===== src/rtl/change_pkg.sv =====
// change_pkg: coin and state types plus coin value helper for the change dispenser
package change_pkg;
  typedef enum logic [1:0] {COIN1 = 2'd0, COIN2 = 2'd1, COIN5 = 2'd2} coin_t;
  typedef enum logic [1:0] {IDLE, SELECT, REQ, FINISH} state_t;
  function automatic logic [3:0] coin_value(coin_t c);
    return c == COIN5 ? 4'd5 : c == COIN2 ? 4'd2 : c == COIN1 ? 4'd1 : 4'd0;
  endfunction
endpackage


===== src/rtl/change_dispenser_ctrl_if.sv =====
// change_dispenser_ctrl_if: vending-FSM, refill and hopper signals of the change dispenser
interface change_dispenser_ctrl_if #(parameter int INV_W = 4);
  logic             start;
  logic [3:0]       amount;
  logic             refill;
  logic [1:0]       refill_coin;
  logic [INV_W-1:0] refill_count;
  logic             eject_req;
  logic [1:0]       eject_sel;
  logic             eject_ack;
  logic             busy;
  logic             done;
  logic             short;
  logic [3:0]       remaining;
  logic [INV_W-1:0] inv_1;
  logic [INV_W-1:0] inv_2;
  logic [INV_W-1:0] inv_5;
  modport master (
    input  start, amount, refill, refill_coin, refill_count, eject_ack,
    output eject_req, eject_sel, busy, done, short, remaining, inv_1, inv_2, inv_5
  );
  modport slave (
    output start, amount, refill, refill_coin, refill_count, eject_ack,
    input  eject_req, eject_sel, busy, done, short, remaining, inv_1, inv_2, inv_5
  );
endinterface


===== src/rtl/coin_inventory.sv =====
// coin_inventory: one denomination's coin count with saturating refill and guarded decrement
module coin_inventory #(
  parameter int INV_W = 4,
  parameter int INIT  = 4
) (
  input  logic             CLK,
  input  logic             reset,
  input  logic             add,
  input  logic             dec,
  input  logic [INV_W-1:0] add_count,
  output logic [INV_W-1:0] count
);
  logic [INV_W:0] sum;
  assign sum = {1'b0, count} + (add ? {1'b0, add_count} : '0) - {{INV_W{1'b0}}, dec && count != '0};
  always_ff @(posedge CLK or posedge reset)
    if (reset) count <= INIT[INV_W-1:0];
    else count <= sum[INV_W] ? '1 : sum[INV_W-1:0];
endmodule


===== src/rtl/change_dispenser_ctrl.sv =====
// change_dispenser_ctrl: greedy change sequencer driving a one-coin-per-handshake hopper
module change_dispenser_ctrl
  import change_pkg::*;
#(
  parameter int INV_W  = 4,
  parameter int INIT_1 = 4,
  parameter int INIT_2 = 4,
  parameter int INIT_5 = 4
) (
  input logic CLK,
  input logic reset,
  change_dispenser_ctrl_if.master bus
);
  state_t           state;
  coin_t            sel;
  coin_t            pick;
  logic [3:0]       rem;
  logic             req, bsy, dn, sht;
  logic             can5, can2, can1;
  logic [INV_W-1:0] inv [3];
  for (genvar i = 0; i < 3; i++) begin : g_inv
    coin_inventory #(
      .INV_W(INV_W),
      .INIT (i == 0 ? INIT_1 : i == 1 ? INIT_2 : INIT_5)
    ) u_inv (
      .CLK      (CLK),
      .reset    (reset),
      .add      (bus.refill && bus.refill_coin == 2'(i)),
      .dec      (state == REQ && bus.eject_ack && sel == 2'(i)),
      .add_count(bus.refill_count),
      .count    (inv[i])
    );
  end
  // rem is known nonzero whenever pick is used, so a 1-ruble coin always fits
  assign can5 = rem >= 4'd5 && inv[2] != '0;
  assign can2 = rem >= 4'd2 && inv[1] != '0;
  assign can1 = inv[0] != '0;
  assign pick = can5 ? COIN5 : can2 ? COIN2 : COIN1;
  always_ff @(posedge CLK or posedge reset)
    if (reset) begin
      state <= IDLE;
      sel   <= COIN1;
      rem   <= '0;
      req   <= 1'b0;
      bsy   <= 1'b0;
      dn    <= 1'b0;
      sht   <= 1'b0;
    end else begin
      dn <= 1'b0;
      case (state)
        IDLE: if (bus.start) begin
          rem   <= bus.amount;
          sht   <= 1'b0;
          bsy   <= 1'b1;
          state <= SELECT;
        end
        SELECT: if (rem == '0) begin
          dn    <= 1'b1;
          state <= FINISH;
        end else if (can5 || can2 || can1) begin
          sel   <= pick;
          req   <= 1'b1;
          state <= REQ;
        end else begin
          sht   <= 1'b1;
          dn    <= 1'b1;
          state <= FINISH;
        end
        REQ: if (bus.eject_ack) begin
          req   <= 1'b0;
          rem   <= rem - coin_value(sel);
          state <= SELECT;
        end
        FINISH: begin
          bsy   <= 1'b0;
          state <= IDLE;
        end
      endcase
    end
  assign bus.eject_req = req;
  assign bus.eject_sel = sel;
  assign bus.busy      = bsy;
  assign bus.done      = dn;
  assign bus.short     = sht;
  assign bus.remaining = rem;
  assign bus.inv_1     = inv[0];
  assign bus.inv_2     = inv[1];
  assign bus.inv_5     = inv[2];
endmodule

===== src/flat_wrapper.sv =====
// flat-port wrapper written by rule: the top's interface ports become plain ports
module change_dispenser_ctrl_flat import change_pkg::*;
#(
  parameter int INV_W  = 4,
  parameter int INIT_1 = 4,
  parameter int INIT_2 = 4,
  parameter int INIT_5 = 4
)
  (CLK, reset, bus_start, bus_amount, bus_refill, bus_refill_coin, bus_refill_count, bus_eject_ack, bus_eject_req, bus_eject_sel, bus_busy, bus_done, bus_short, bus_remaining, bus_inv_1, bus_inv_2, bus_inv_5);
  change_dispenser_ctrl_if #(.INV_W(INV_W)) bus_i ();
  input logic CLK;
  input logic reset;
  input wire logic [$bits(bus_i.start)-1:0] bus_start;
  input wire logic [$bits(bus_i.amount)-1:0] bus_amount;
  input wire logic [$bits(bus_i.refill)-1:0] bus_refill;
  input wire logic [$bits(bus_i.refill_coin)-1:0] bus_refill_coin;
  input wire logic [$bits(bus_i.refill_count)-1:0] bus_refill_count;
  input wire logic [$bits(bus_i.eject_ack)-1:0] bus_eject_ack;
  output wire logic [$bits(bus_i.eject_req)-1:0] bus_eject_req;
  output wire logic [$bits(bus_i.eject_sel)-1:0] bus_eject_sel;
  output wire logic [$bits(bus_i.busy)-1:0] bus_busy;
  output wire logic [$bits(bus_i.done)-1:0] bus_done;
  output wire logic [$bits(bus_i.short)-1:0] bus_short;
  output wire logic [$bits(bus_i.remaining)-1:0] bus_remaining;
  output wire logic [$bits(bus_i.inv_1)-1:0] bus_inv_1;
  output wire logic [$bits(bus_i.inv_2)-1:0] bus_inv_2;
  output wire logic [$bits(bus_i.inv_5)-1:0] bus_inv_5;
  assign bus_i.start = bus_start;
  assign bus_i.amount = bus_amount;
  assign bus_i.refill = bus_refill;
  assign bus_i.refill_coin = bus_refill_coin;
  assign bus_i.refill_count = bus_refill_count;
  assign bus_i.eject_ack = bus_eject_ack;
  assign bus_eject_req = bus_i.eject_req;
  assign bus_eject_sel = bus_i.eject_sel;
  assign bus_busy = bus_i.busy;
  assign bus_done = bus_i.done;
  assign bus_short = bus_i.short;
  assign bus_remaining = bus_i.remaining;
  assign bus_inv_1 = bus_i.inv_1;
  assign bus_inv_2 = bus_i.inv_2;
  assign bus_inv_5 = bus_i.inv_5;
  change_dispenser_ctrl #(.INV_W(INV_W), .INIT_1(INIT_1), .INIT_2(INIT_2), .INIT_5(INIT_5)) u_core (.CLK(CLK), .reset(reset), .bus(bus_i));
endmodule

===== config.mk =====
export PLATFORM = sky130hd
export DESIGN_NAME = change_dispenser_ctrl_flat
export DESIGN_NICKNAME = d
export VERILOG_FILES = /design/src/rtl/change_pkg.sv /design/src/rtl/change_dispenser_ctrl_if.sv /design/src/rtl/coin_inventory.sv /design/src/rtl/change_dispenser_ctrl.sv /design/src/flat_wrapper.sv
export SDC_FILE = /design/constraint.sdc
export NUM_CORES = 1
export LEC_CHECK = 0
export ABC_AREA = 1
export BUFFER_PORTS_ARGS = -buffer_cell sky130_fd_sc_hd__buf_2
export CAP_MARGIN = 20
export CORE_MARGIN = 2
export CORE_UTILIZATION = 60
export DETAILED_ROUTE_END_ITERATION = 10
export PLACE_DENSITY_LB_ADDON = 0.25
export SLEW_MARGIN = 20
export SYNTH_ARGS = -nofsm -noshare
export SYNTH_HDL_FRONTEND = slang
export SYNTH_SLANG_ARGS = --single-unit

===== constraint.sdc =====
create_clock -name CLK -period 4.31 [get_ports CLK]
set_clock_uncertainty 0.05 [all_clocks]
set_input_delay 0.431 -clock CLK [delete_from_list [all_inputs] [get_ports CLK]]
set_output_delay 0.431 -clock CLK [all_outputs]
set_load 0.02 [all_outputs]

---- After elaboration in Yosys (flattened, before gate mapping) ----
Cells that the tools add are included.
cells by class
  $add $sub $neg .......................... 7
  $mul .................................... 0
  div/mod/pow operators ................... 0
  magnitude comparators ................... 2
  equality and inequality tests ........... 12
  shift-type cells ........................ 0
  muxes and demuxes ....................... 32
  bitwise logic cells ..................... 1
  reductions and logical operators ........ 31
operator list
  operator                                                                 count
  4-bit two-way mux                                                        10
  4-bit by 5-bit adder with 5-bit output                                   3
  5-bit by 1-bit subtractor with 5-bit output                              3
  1-bit two-way mux                                                        13
  1-bit logical AND                                                        12
  4-bit nonzero test                                                       3
  2-bit == test, second input constant                                     4
  2-bit two-way mux                                                        4
  2-bit inequality test, second input constant                             4
  2-bit case mux with 4 select lines                                       1
  4-bit case mux with 2 select lines                                       1
  4-bit AND reduction                                                      2
  2-bit nonzero test                                                       4
  2-bit by 1-bit == test with 1-bit output, second input constant          3
  2-bit zero test                                                          3
  1-bit case mux with 2 select lines                                       3
  3-bit AND reduction                                                      2
  4-bit by 2-bit >= comparator with 1-bit output, second input constant    1
  4-bit by 3-bit >= comparator with 1-bit output, second input constant    1
  4-bit zero test                                                          1
  2-bit AND reduction                                                      2
  4-bit subtractor                                                         1
  1-bit logical OR                                                         2
  2-bit by 1-bit inequality test with 1-bit output, second input constant  1
  1-bit NOT                                                                1
word-level totals
  flip-flop bits (word level) ............. 24
  bits in latches ......................... 0
  memory bits (writable) .................. 0
  bits in read-only memories .............. 0
  input port bits ......................... 15
  output and inout port bits .............. 22
  logic and storage cells ................. 95
  memories ................................ 0

---- Logic depth before layout (Yosys ltp) ----
Gate-level depths: netlist of the first run.
  depth after elaboration ................. 7
  mapped depth ............................ 14

---- Modules after synthesis ----
Synthesis of the first run repeated with hierarchy kept, for this count alone.
unflattened totals
  cells, all modules ...................... 277
  area, all modules ....................... 2035.7 um^2
modules (own cells, without submodules)
  module                                       instances  cells an instance  area each (um^2)  sequential area each (um^2)
  coin_inventory at u_core.g_inv[1].u_inv ...  2          58                 419.2             101.3
  change_dispenser_ctrl                        1          104                763.2             300.3
  coin_inventory at u_core.g_inv[0].u_inv      1          57                 434.2             101.3

---- Worst setup path before layout of the first run ----
OpenSTA, ideal clock, no wires.
  kind .................................... register -> register
  from .................................... reg u_core.state[1]
  to ...................................... reg u_core.g_inv[0].u_inv.count[3]
  data arrival time ....................... 2329 ps
  required time ........................... 4126 ps
  setup slack ............................. 1797 ps
  cell stages (with the launch flop) ...... 15
  buffers on the path ..................... 0
  period minus slack after synthesis ...... 2513 ps
  cell sequence ........................... dfrtp_1 > inv_2 > nor2_8 > nand2_4 > nor4_2 > ha_1 > inv_1 > ha_1 > fa_1 > nand2_1 > inv_1 > o21ai_0 > nand2_1 > xnor2_1 > nand3b_1
between the ends
  word-level cells in the longest chain between the ends .. 6
ends and longest elaborated chain
  element                                      line                         text
  from (decl)                                  change_dispenser_ctrl.sv:14  state_t state;
  from (signal assigned)                       change_dispenser_ctrl.sv:41  state <= IDLE;
  from (signal assigned)                       change_dispenser_ctrl.sv:55  state <= SELECT;
  from (signal assigned)                       change_dispenser_ctrl.sv:59  state <= FINISH;
  2-bit == test                                change_dispenser_ctrl.sv:29  .dec (state == REQ && bus.eject_ack && sel == 2'(i)),
  1-bit logical AND (2 in series)              change_dispenser_ctrl.sv:29
  1-bit logical AND                            coin_inventory.sv:14         assign sum = {1'b0, count} + (add ? {1'b0, add_count} : '0) - {{INV_W{1'b0}}, dec && count != '0};
  5-bit by 1-bit subtractor with 5-bit output  coin_inventory.sv:14
  4-bit two-way mux                            coin_inventory.sv:17         else count <= sum[INV_W] ? '1 : sum[INV_W-1:0];
  to (signal assigned)                         coin_inventory.sv:16         if (reset) count <= INIT[INV_W-1:0];
  to (signal assigned)                         coin_inventory.sv:17
  to (decl)                                    coin_inventory.sv:11         output logic [INV_W-1:0] count
Every way passes these cells.
A chain may end at the register's enable or synchronous reset.

---- Worst setup path after layout of the first run ----
Same ends and word-level chain as after synthesis.

==> results of run 1 <==
[metal layers]
layer  track usage, %  wire length, um
met2            43.48             1807
met1            28.24             1641
met3            2.985              123
met4            9.841               72
met5                0                0
[final cells by class]
class / count / area [um2]
clock buffer: 4 / 36.28
fill: 272 / 848.3
inverter: 66 / 247.7
multi-input combinational: 151 / 1056
sequential: 24 / 604.3
tap: 44 / 55.05
timing repair buffer: 36 / 180.2
[where the power goes]
group | leakage [nW] | internal (mW) | switching (mW)
Clock | 0.0210 | 0.0517 | 0.0694
Combinational | 0.981 | 0.352 | 0.569
Sequential | 0.267 | 0.324 | 0.0847
Total | 1.27 | 0.728 | 0.723
[cell families (layout without fill, tap and decap cells)]
group / Yosys count / count (layout) / share of synthesized area [%]
adders and majority gates: 31 / 31 / 21.90
DFF: 24 / 24 / 31.67
and+or+nand+nor: 89 / 89 / 23.08
xor gates and xnor gates: 4 / 4 / 1.836
AOI/OAI and AO/OA: 27 / 27 / 8.525
buffers and inverters: 66 / 106 / 12.98
[path summary, 6_finish.rpt]
path,to,cells after the start,startpoint
max,u_core.g_inv[0].u_inv.count[3]$_DFF_PP0_,14,u_core.state[1]$_DFFE_PP0P_
min,u_core.g_inv[2].u_inv.count[0]$_DFF_PP0_,2,reset
max reg2reg,u_core.g_inv[0].u_inv.count[3]$_DFF_PP0_,14,u_core.state[1]$_DFFE_PP0P_
min reg2reg,u_core.bus.short$_DFFE_PP0P_,1,u_core.bus.short$_DFFE_PP0P_
max in group asynchronous,u_core.bus.eject_sel[0]$_DFFE_PP0P_,2,reset
min in group CLK,u_core.bus.remaining[2]$_DFFE_PP0P_,3,bus_amount[2]
[state kept, by name (all words and copies together), names as in the netlist]
name,cells
u_core.g_inv.u_inv.count,12
u_core.bus.remaining,4
u_core.bus.eject_sel,2
u_core.state,2
u_core.bus.busy,1
u_core.bus.done,1
u_core.bus.eject_req,1
u_core.bus.short,1
[Yosys cell counts]
cell,count,area [um2]
o31ai_1,1,7.510
nand3_2,1,10.01
nand3_1,13,65.06
inv_1,63,236.5
nor2_1,15,56.30
nor3b_1,1,7.510
nor3_1,2,10.01
o211ai_1,3,22.52
dfstp_2,3,78.83
nand2_1,46,172.7
nor4_1,2,12.51
nand3b_1,3,22.52
inv_2,3,11.26
xnor2_1,3,26.28
ha_1,27,337.8
nor2_4,1,11.26
dfrtp_1,21,525.5
a22oi_1,1,7.510
a21boi_0,1,7.510
nor2_8,1,20.02
fa_1,4,80.08
a21boi_2,1,11.26
o21ai_1,2,10.01
a21oi_1,7,35.03
o21ai_0,9,45.04
nor4_2,1,12.51
nand3_4,1,17.52
xor2_1,1,8.760
o21a_1,1,7.510
o21ai_2,1,8.760
nand2_4,2,22.52
[through the flow]
stage | hold WS, ns | power, mW | worst slack, ns | util [%] | std cells
3_3_place_gp | 0.4266 | 1.306 | 1.667 | 70.79 | 321
5_1_grt | 0.3074 | 1.622 | 1.263 | 71.98 | 325
6_report | 0.2190 | 1.450 | 1.562 | 71.98 | 325
3_5_place_dp | 0.4408 | 1.340 | 1.561 | 70.79 | 321
2_1_floorplan | 0.3934 | 1.110 | 1.797 | - | 241
4_1_cts | 0.2573 | 1.462 | 1.552 | 71.98 | 325
[worst max-delay path, stage by stage (launching register included)]
cell and delay (ns):
dfrtp_1 0.46, inv_2 0.11, nor2_8 0.17, nand2_4 0.11
nor4_2 0.23, ha_1 0.15, inv_1 0.04, ha_1 0.21
fa_1 0.38, nand2_1 0.07, inv_1 0.04, o21ai_0 0.13
nand2_1 0.09, xnor2_1 0.27, nand3b_1 0.11
==> results.tsv, run 1 <==
metric	value	unit
area grow syn2layout	14.23	%
clk_lat worst skew	0.32	ns
status	complete, no violations	
initial antenna violation count	0	
Synthesized Nets	287	
first-pass GRT wire length	6451	um
CTS Hold Bufs	0	
first drt pass iteration count	4	
CTS tree	yes	
initial core utilization	63.02	%
DR WL/cell	11.21	um
Post-CTS Resized	0	
Final Slew Violations	0	
CP max FO	10	
die area	0.003647	mm2
slew margin rel.	41.15	%
Critical Path Source Type	flop	
Vias	1619	
Cell Pwr Density	665.5	mW/mm2
clock slew at reported path FFs	0.13	ns
setup_tns	0	ns
fmax	364.0	MHz
nets@finish	328	
Crit. End Element	flop	
final worst path period need	2.748	ns
Reg2Reg Setup Slack	1.56	ns
critical path class	reg2reg	
All-Layer GR Usage	23.85	%
GRT Residual Overflow	0	
largest net degree at the start of global routing	25	
Final Instance Area	0.002180	mm2
I/O Pins	37	
Worst-Margin Slew	0.8817	ns
final RePlAce weighted congestion	0.8828	
worst endpoint data arrival time	2.91	ns
Req. time, crit path	4.47	ns
Hold Fails Final Rpt	0	
Sink Count	24	
Synth cell types	31	
Post-Syn Area	0.001908	mm2
Syn Area/Cell	7.917	um2
Initial DRC Count	52	
number of synthesized register bits	24	
Die X	60.39	um
Post-CTS Setup Bufs	0	
Post-Syn Instances	241	
vias in the first global route	1609	
# Max-Cap Violations	0	
DR DRC count	0	
Root Buffer	clkbuf_4	
DIE HEIGHT	60.39	um
final setup vio count	0	
CTS max path bufs	2	
post-DP HPWL	3126	um
layout cell share with drive strength beyond 1	19.57	%
sequential share of the synthesized area	31.67	%
Placeable Area	0.003028	mm2
number of I/O port buffers	36	
drt total wl	3644	um
crit share post-route	63.75	%
most frequent cells in the layout	inv_1 (63), nand2_1 (46), buf_2 (36)	
Synth Warn #	0	
Max VDD drop	325.8	uV
Antenna Nets Post-Route	0	
vias per cell	4.982	
RSZ-0062 raised after global routing	false	
H-tree levels	1	
diode count	0	
DP Area	0.002143	mm2
total CTS buffers	3	
commonest non-fill, non-tap cell in the layout	inv_1	
# rows	20	
Min-Delay Path Class	in2async	
P_leak	1.269	nW
(Power assumes the default switching activity.)
==> inputs of run 2 (changes only) <==
Settings changed: CORE_UTILIZATION 60 to 55.
Clock period 4.31 ns to 2.8 ns, I/O delays scaled along.
==> results.tsv, run 2 (synthesized netlist as in run 1, its figures left out) <==
metric	value	unit
status	complete, no violations	
CTS tree	yes	
P_leak	1.305	nW
Most flops, register	u_core.g_inv.u_inv.count	
crit share post-route	93.60	%
area grow syn2layout	17.97	%
Critical Path Source Type	flop	
All-Layer GR Usage	20.54	%
initial core utilization	57.18	%
layout cell share with drive strength beyond 1	22.54	%
Crit. End Element	flop	
Vias	1620	
Initial DRC Count	66	
pre-CTS setup slack	0.03719	ns
GRT Residual Overflow	0	
Reg2Reg Setup Slack	0.18	ns
largest net degree at the start of global routing	25	
# rows	21	
DR DRC count	0	
Min-Delay Path Class	in2async	
Final WS setup	0.1793	ns
clk_lat worst skew	0.32	ns
CTS max path bufs	2	
Final Slew Violations	0	
vias in the first global route	1593	
# Max-Cap Violations	0	
Die X	62.90	um
Worst-Margin Slew	0.9028	ns
Antenna Nets Post-Route	0	
first-pass GRT wire length	6486	um
DR WL/cell	11.01	um
final core occ	67.45	%
Hold Fails Final Rpt	0	
Req. time, crit path	2.96	ns
fillcell total	297	
RSZ-0062 raised after global routing	false	
Placeable Area	0.003337	mm2
critical path class	reg2reg	
number of I/O port buffers	36	
DIE HEIGHT	62.90	um
H-tree levels	1	
final worst path period need	2.621	ns
drt total wl	3633	um
vias per cell	4.909	
Max VDD drop	499.0	uV
fmax	381.6	MHz
CTS Hold Bufs	0	
commonest non-fill, non-tap cell in the layout	inv_1	
Root Buffer	clkbuf_4	
slew margin rel.	39.74	%
worst endpoint data arrival time	2.78	ns
most frequent cells in the layout	inv_1 (63), nand2_1 (46), buf_2 (36)	
CP max FO	7	
I/O Pins	37	
first drt pass iteration count	4	
setup_tns	0	ns
final RePlAce weighted congestion	0.8645	
max FFs per register	12	
post-DP HPWL	2942	um
final setup vio count	0	
Hold WS	0.07418	ns
clock slew at reported path FFs	0.14	ns
die area	0.003956	mm2
diode count	0	
initial antenna violation count	0	
total CTS buffers	3	
Cell Pwr Density	1066	mW/mm2
Sink Count	24	
nets@finish	331	
## run 2: cell types whose count changed in the layout (fill, tap and decap cells not counted), moves of 2 or more
| cell | previous run | this run |
|---|---|---|
| buf_4 | 0 | 3 |
| xnor2_2 | 0 | 3 |
| xnor2_1 | 3 | 0 |
| dfrtp_1 | 21 | 19 |
| dfrtp_2 | 0 | 2 |
## run 2: layout make-up
type                            count  area (um2)  area share, %
Clock buffer                        3       22.52          1.001
Clock inverter                      1       30.03          1.334
Inverter                           66       247.7          11.01
Multi-Input combinational cell    151        1084          48.14
Sequential cell                    24       606.8          26.96
Tap cell                           46       57.56          2.557
Timing Repair Buffer               39       202.7          9.005
## run 2: worst paths after layout
kind,to,start,cells after the start
setup / recovery,u_core.g_inv[0].u_inv.count[3]$_DFF_PP0_,u_core.state[1]$_DFFE_PP0P_,14
hold / removal,u_core.g_inv[1].u_inv.count[3]$_DFF_PP0_,reset,2
setup reg to reg,u_core.g_inv[0].u_inv.count[3]$_DFF_PP0_,u_core.state[1]$_DFFE_PP0P_,14
hold reg to reg,u_core.bus.short$_DFFE_PP0P_,u_core.bus.short$_DFFE_PP0P_,1
max in group asynchronous,u_core.state[0]$_DFFE_PP0P_,reset,2
min in group CLK,u_core.bus.remaining[2]$_DFFE_PP0P_,bus_amount[2],3
## run 2: timing repair
action,4_1_cts,5_1_grt
gates resized for setup,1,6
pin swaps,0,2
endpoints found under the setup margin,1,12
setup buffers,0,2
## run 2: per-stage QoR
| step | power, mW | cells | cell area (um2) |
|---|---|---|---|
| 6_report | 2.399 | 330 | 2251 |
| 5_1_grt | 2.656 | 330 | 2251 |
| 4_1_cts | 2.352 | 328 | 2213 |
| 3_5_place_dp | 2.069 | 324 | 2153 |
| 3_3_place_gp | 2.027 | 324 | 2153 |
| 2_1_floorplan | 1.708 | 241 | 1908 |
## run 2: critical path: stages (launching register included)
cell	delay, ns
dfrtp_2	0.42
inv_2	0.08
nor2_8	0.13
nand2_4	0.10
nor4_2	0.22
ha_1	0.15
inv_1	0.04
ha_1	0.22
fa_1	0.39
nand2_1	0.08
inv_1	0.05
o21ai_0	0.14
nand2_1	0.11
xnor2_2	0.23
nand3b_1	0.10
## run 2: where the power goes
part | internal [mW] | switching (mW) | leakage [nW] | total [mW]
sequential | 0.502 | 0.122 | 0.265 | 0.624
combinational | 0.608 | 0.915 | 1.01 | 1.52
clock | 0.145 | 0.107 | 0.0279 | 0.252
## run 2: routing by layer
layer	global-route usage [%]	wire length (um)
met1	25.60	1696
met2	35.11	1741
met3	3.604	143
met4	8.056	51
met5	0	0
